$ cat config.mk
export PLATFORM = sky130hd
export DESIGN_NAME = lane_tick_scheduler
export DESIGN_NICKNAME = d
export VERILOG_FILES = /design/src/rtl/lane_tick_scheduler.sv
export SDC_FILE = /design/constraint.sdc
export NUM_CORES = 1
export LEC_CHECK = 0
export ABC_AREA = 1
export CORE_UTILIZATION = 25
export CTS_BUF_LIST = sky130_fd_sc_hd__clkbuf_8
export DETAILED_ROUTE_END_ITERATION = 8
export SLEW_MARGIN = 20
export SYNTH_ARGS = -nofsm -noshare
export SYNTH_HDL_FRONTEND = slang
export SYNTH_SLANG_ARGS = --single-unit
$ cat constraint.sdc
create_clock -name clock -period 2.65 [get_ports clock]
set_input_delay 0.53 -clock clock [delete_from_list [all_inputs] [get_ports clock]]
set_output_delay 0.53 -clock clock [all_outputs]
set_load 0.05 [all_outputs]
$ cat src/rtl/lane_tick_scheduler.sv
// Shared-prescaler lane move scheduler: per-lane period countdowns raise pending
// requests, and a round-robin arbiter grants at most one registered move pulse per clock.
module lane_tick_scheduler #(
  parameter int LANES    = 4,
  parameter int PRESCALE = 4,
  parameter int PW       = 8,
  localparam int LW      = $clog2(LANES),
  localparam int PCW     = $clog2(PRESCALE)
) (
  input  logic             clock,
  input  logic             reset,
  input  logic             pause,
  input  logic             cfg_we,
  input  logic [LW-1:0]    cfg_lane,
  input  logic [PW-1:0]    cfg_period,
  input  logic [2:0]       level,
  input  logic             clr_missed,
  output logic [LANES-1:0] move,
  output logic             move_valid,
  output logic [LW-1:0]    move_lane,
  output logic [LANES-1:0] missed
);

  logic [PCW-1:0]   pcnt;
  logic [PW-1:0]    period [LANES];
  logic [PW-1:0]    lcnt   [LANES];
  logic [LANES-1:0] pending;
  logic [LW-1:0]    rr;

  logic             base_tick;
  logic             tick_en;
  logic [LANES-1:0] wr_hit;
  logic [LANES-1:0] expire;
  logic [LANES-1:0] eligible;
  logic [LANES-1:0] grant;
  logic [LANES-1:0] miss_set;
  logic             gnt_any;
  logic [LW-1:0]    gnt_idx;

  // Only meaningful for a non-zero period; a shift to zero clamps to one tick.
  function automatic logic [PW-1:0] eff_of(input logic [PW-1:0] p, input logic [2:0] lv);
    logic [PW-1:0] s;
    s = p >> lv;
    return (s == '0) ? PW'(1) : s;
  endfunction

  assign base_tick = (pcnt == PCW'(PRESCALE - 1));
  assign tick_en   = base_tick && !pause;

  always_comb begin
    wr_hit = '0;
    expire = '0;
    for (int i = 0; i < LANES; i++) begin
      wr_hit[i] = cfg_we && (cfg_lane == LW'(i));
      expire[i] = tick_en && (period[i] != '0) && (lcnt[i] == '0);
    end
  end

  // A lane being rewritten this edge is removed from arbitration so the write wins.
  always_comb begin
    logic [LW-1:0] k;
    gnt_any  = 1'b0;
    gnt_idx  = '0;
    k        = '0;
    eligible = pending & ~wr_hit;
    for (int j = 0; j < LANES; j++) begin
      k = LW'((int'(rr) + j) % LANES);
      if (!gnt_any && eligible[k]) begin
        gnt_any = 1'b1;
        gnt_idx = k;
      end
    end
    if (pause) begin
      gnt_any = 1'b0;
      gnt_idx = '0;
    end
    grant    = gnt_any ? (LANES'(1) << gnt_idx) : '0;
    miss_set = expire & pending & ~grant & ~wr_hit;
  end

  always_ff @(posedge clock or negedge reset) begin
    if (!reset) begin
      pcnt       <= '0;
      pending    <= '0;
      rr         <= '0;
      missed     <= '0;
      move       <= '0;
      move_valid <= 1'b0;
      move_lane  <= '0;
      for (int i = 0; i < LANES; i++) begin
        period[i] <= '0;
        lcnt[i]   <= '0;
      end
    end else begin
      if (!pause) pcnt <= base_tick ? '0 : pcnt + 1'b1;
      if (gnt_any) rr <= (gnt_idx == LW'(LANES - 1)) ? '0 : gnt_idx + 1'b1;
      move       <= grant;
      move_valid <= gnt_any;
      move_lane  <= gnt_idx;
      missed     <= (clr_missed ? '0 : missed) | miss_set;
      for (int i = 0; i < LANES; i++) begin
        if (wr_hit[i]) begin
          period[i]  <= cfg_period;
          lcnt[i]    <= (cfg_period == '0) ? '0 : eff_of(cfg_period, level) - 1'b1;
          pending[i] <= 1'b0;
        end else if (expire[i]) begin
          // A grant on the same edge is overtaken by the fresh expiry.
          pending[i] <= 1'b1;
          lcnt[i]    <= eff_of(period[i], level) - 1'b1;
        end else begin
          if (tick_en && (period[i] != '0)) lcnt[i] <= lcnt[i] - 1'b1;
          if (grant[i]) pending[i] <= 1'b0;
        end
      end
    end
  end

endmodule
==> reports/metrics.cfg <==
[outcome]
status=finished, final reports clean

[synth]
yosysWarnings=0
synth_seq_cells=83
synth_top_family_by_area=simple AND/OR/NAND/NOR gates
syn_inst=1006
synth_compound_area_frac=0.0953
synth_top_cells_by_count=nand2_1 (353), nand3_1 (150), inv_1 (106), nor2_1 (104), dfrtp_1 (83)
yosys.area_share.simple=0.446
async_flop_share=1.00
synth.avg_cell_area_sq_um=6.27
synth_area_sq_um=6300
yosys.area.top_type=dfrtp_1
synth_xor_area_frac=0.0125
syn-num-nets=1034
synth_adder_area_share=0.0198
synthMuxAreaShare=0.00318
synthTopCellsByArea=dfrtp_1 (33%), nand2_1 (21%), nand3_1 (12%)
seq_area_frac_synth=0.329
synth.most_common_cell=nand2_1
netlist.area_leader.share=0.329
synth-edff-count=0
synth_flop_cell=dfrtp_1
synth_cell_types=42

[setup_path]
cp_top_family=simple AND/OR/NAND/NOR gates
path_buf_inv=3
endpoint_kind=flip-flop
r2r_setup_slack_ns=0.25
cp-start-kind=input port
critPathMaxFanout=4
max_stage_delay_ns=0.58
cp.required_ns=2.98
r2r_cells=12
timing.rr.start=rr[0]
path_cells=clkdlybuf4s50_1 > nand2_1 > nand3_1 > nand3_1 > nand2_1 > inv_1 > nand3_1 > nand2_2 > inv_2 > ha_1 > nand2_1 > nor2_2 > nand2_1 > nand2_1 > nand3_2 > nand2_1 > o21ai_0 > nor2_1
slowest_stage=clkdlybuf4s50_1
reg2reg_to=missed[0]
critPathKind=input port to flip-flop
crit_arrival_ns=2.76
cp_common_cell=nand2_1

[place]
port_buffers=28
post-dp-hpwl_um=14700
finalWeightedCongestion=0.887
place_area_sq_um=7850
placed_cells=1454

[timing]
holdWs_ns=0.0711
finalCritPeriodShare=0.919
fin_skew_ns=0.0155
setup_viol=0
slew_violations=0
worstMarginPinSlew_ns=0.494
relSlewSlack=0.669
hold_violations=0
grt_setup_unrepaired=false
fmaxAchievable_mhz=411
finalCriticalPeriod_ns=2.43

[power]
leakagePower_uw=0.00426
power.total_uw=6000
powerDensity_nw_per_um2=736
vdd_drop_max_uv=463

[job]
cap_viol_max_count=0

[routing]
routed-via-count=6739
drt_iter0_drc=566
drc=0
wire_per_inst_um=12.7
totalWireLength_um=18700
drt-pass1-iter-count=5
vias_per_cell=4.57
ant_nets=0

[die]
ios=29
num_rows=57
core_sq_um=24500
start_util=0.257
die_w_um=161
dieHeight_um=161
dieArea_sq_um=25900

[cts]
cts_root_buffer=clkbuf_8
htree_levels=3
clock_path_buffers=2
path_clk_slew_ns=0.09
cts_tree=built
clock_latency_ns=0.39
ctsHoldBuffers=0
cts_buffers=9
cts_sinks=83

[global_routing]
grt_pass1_vias=6339
grt_max_degree=35
grt_overflow=0
grt_antenna_before_repair=0
grt_use_total=0.150
grt_pass1_wl_um=31300

[hold_path]
hp-class=input port to asynchronous set/reset pin

[layout]
n_antenna_cell=0
nets=1174
fin_cells=1475
design_area_sq_um=8140
drive_gt1_frac=0.162
area_delta_synth_final_pct=29.2

==> logic make-up after synthesis <==
family                   count (synthesis)
AND/OR/NAND/NOR                        653
buffers and inverters                  145
AO/OA/AOI/OAI                          104
flip-flops                              83
adder cells (fa/ha/maj)                 10
XOR/XNOR                                 9
multiplexers                             2
==> per-stage QoR <==
stage | TNS (ns) | worst slack, ns | utilization
after floorplan | 0 | 0.267 | -
after global placement | -7.91 | -0.361 | 0.320
after detailed placement | -9.76 | -0.412 | 0.320
after CTS | 0 | 0.00749 | 0.328
after global routing | 0 | 0.0126 | 0.332
final | 0 | 0.216 | 0.332
==> layout by cell type (no fill, tap or decap), types with 8 or more instances in the layout <==
| master | n |
|---|---|
| ha_1 | 9 |
| nand2_1 | 353 |
| inv_1 | 107 |
| o21ai_1 | 17 |
| nor2_2 | 8 |
| o221ai_1 | 10 |
| nand3_2 | 8 |
| clkdlybuf4s50_1 | 22 |
| clkbuf_8 | 10 |
| nor2_1 | 102 |
| nand4_1 | 13 |
| o21ai_0 | 53 |
| nand3_1 | 148 |
| dfrtp_1 | 83 |
| buf_4 | 124 |
==> worst register-to-register path, cell delays in order (launching register included) <==
cell and delay (ns):
dfrtp_1 0.48, xnor2_1 0.36, mux2i_1 0.32, nand2_2 0.15, nor3_4 0.26, nand2_1 0.08, nand2_1 0.08, inv_1 0.06
o21ai_2 0.07, ha_2 0.20, nand3_2 0.11, nand3_2 0.10, nand2_1 0.05
==> power breakdown <==
group          internal [uW]  switching (uW)  total (uW)
Sequential              1630             270        1900
Clock                    461             524         985
Combinational           1280            1830        3110
Total                   3370            2630        6000
==> worst max path at each step <==
stage	start	end	slack, ns	depth (start not counted)
floorplan	level[0]	lcnt[12]	0.27	16
global placement	cfg_lane[1]	missed[0]	-0.36	17
detailed placement	level[1]	lcnt[12]	-0.41	15
CTS	cfg_lane[0]	missed[0]	0.007	16
global route	cfg_period[5]	lcnt[28]	0.01	17
finish	cfg_period[5]	lcnt[6]	0.22	18
==> routing by layer <==
layer,up-vias,track usage,share of wire
met5,-,0,0
met4,0,0.0266,0.0076
met3,11,0.0351,0.044
met2,143,0.237,0.44
met1,3057,0.209,0.51
li1,3528,-,-
==> flip-flops by register name, summed over array words and instances (netlist names) <==
signal	cells
missed	4
move	4
move_lane	2
rr	2
pending	4
pcnt	2
move_valid	1
lcnt	32
period	32
==> area by class of cell <==
type                       count  area (sq um)
timing repair buffer         159          1350
tap                          324           405
clock inverter                 6          66.3
inverter                     114           435
timing repair inverter         1          5.00
fill                        2764         16400
multi-input combinational    778          3670
sequential                    83          2080
clock buffer                  10           138
==> repair_timing <==
action / 4_1_cts / 5_1_grt
setup buffers: 0 / 4
setup endpoints to repair: 0 / 29
gates resized for setup: 0 / 22
No activity file was read; power rests on OpenSTA's default activity.
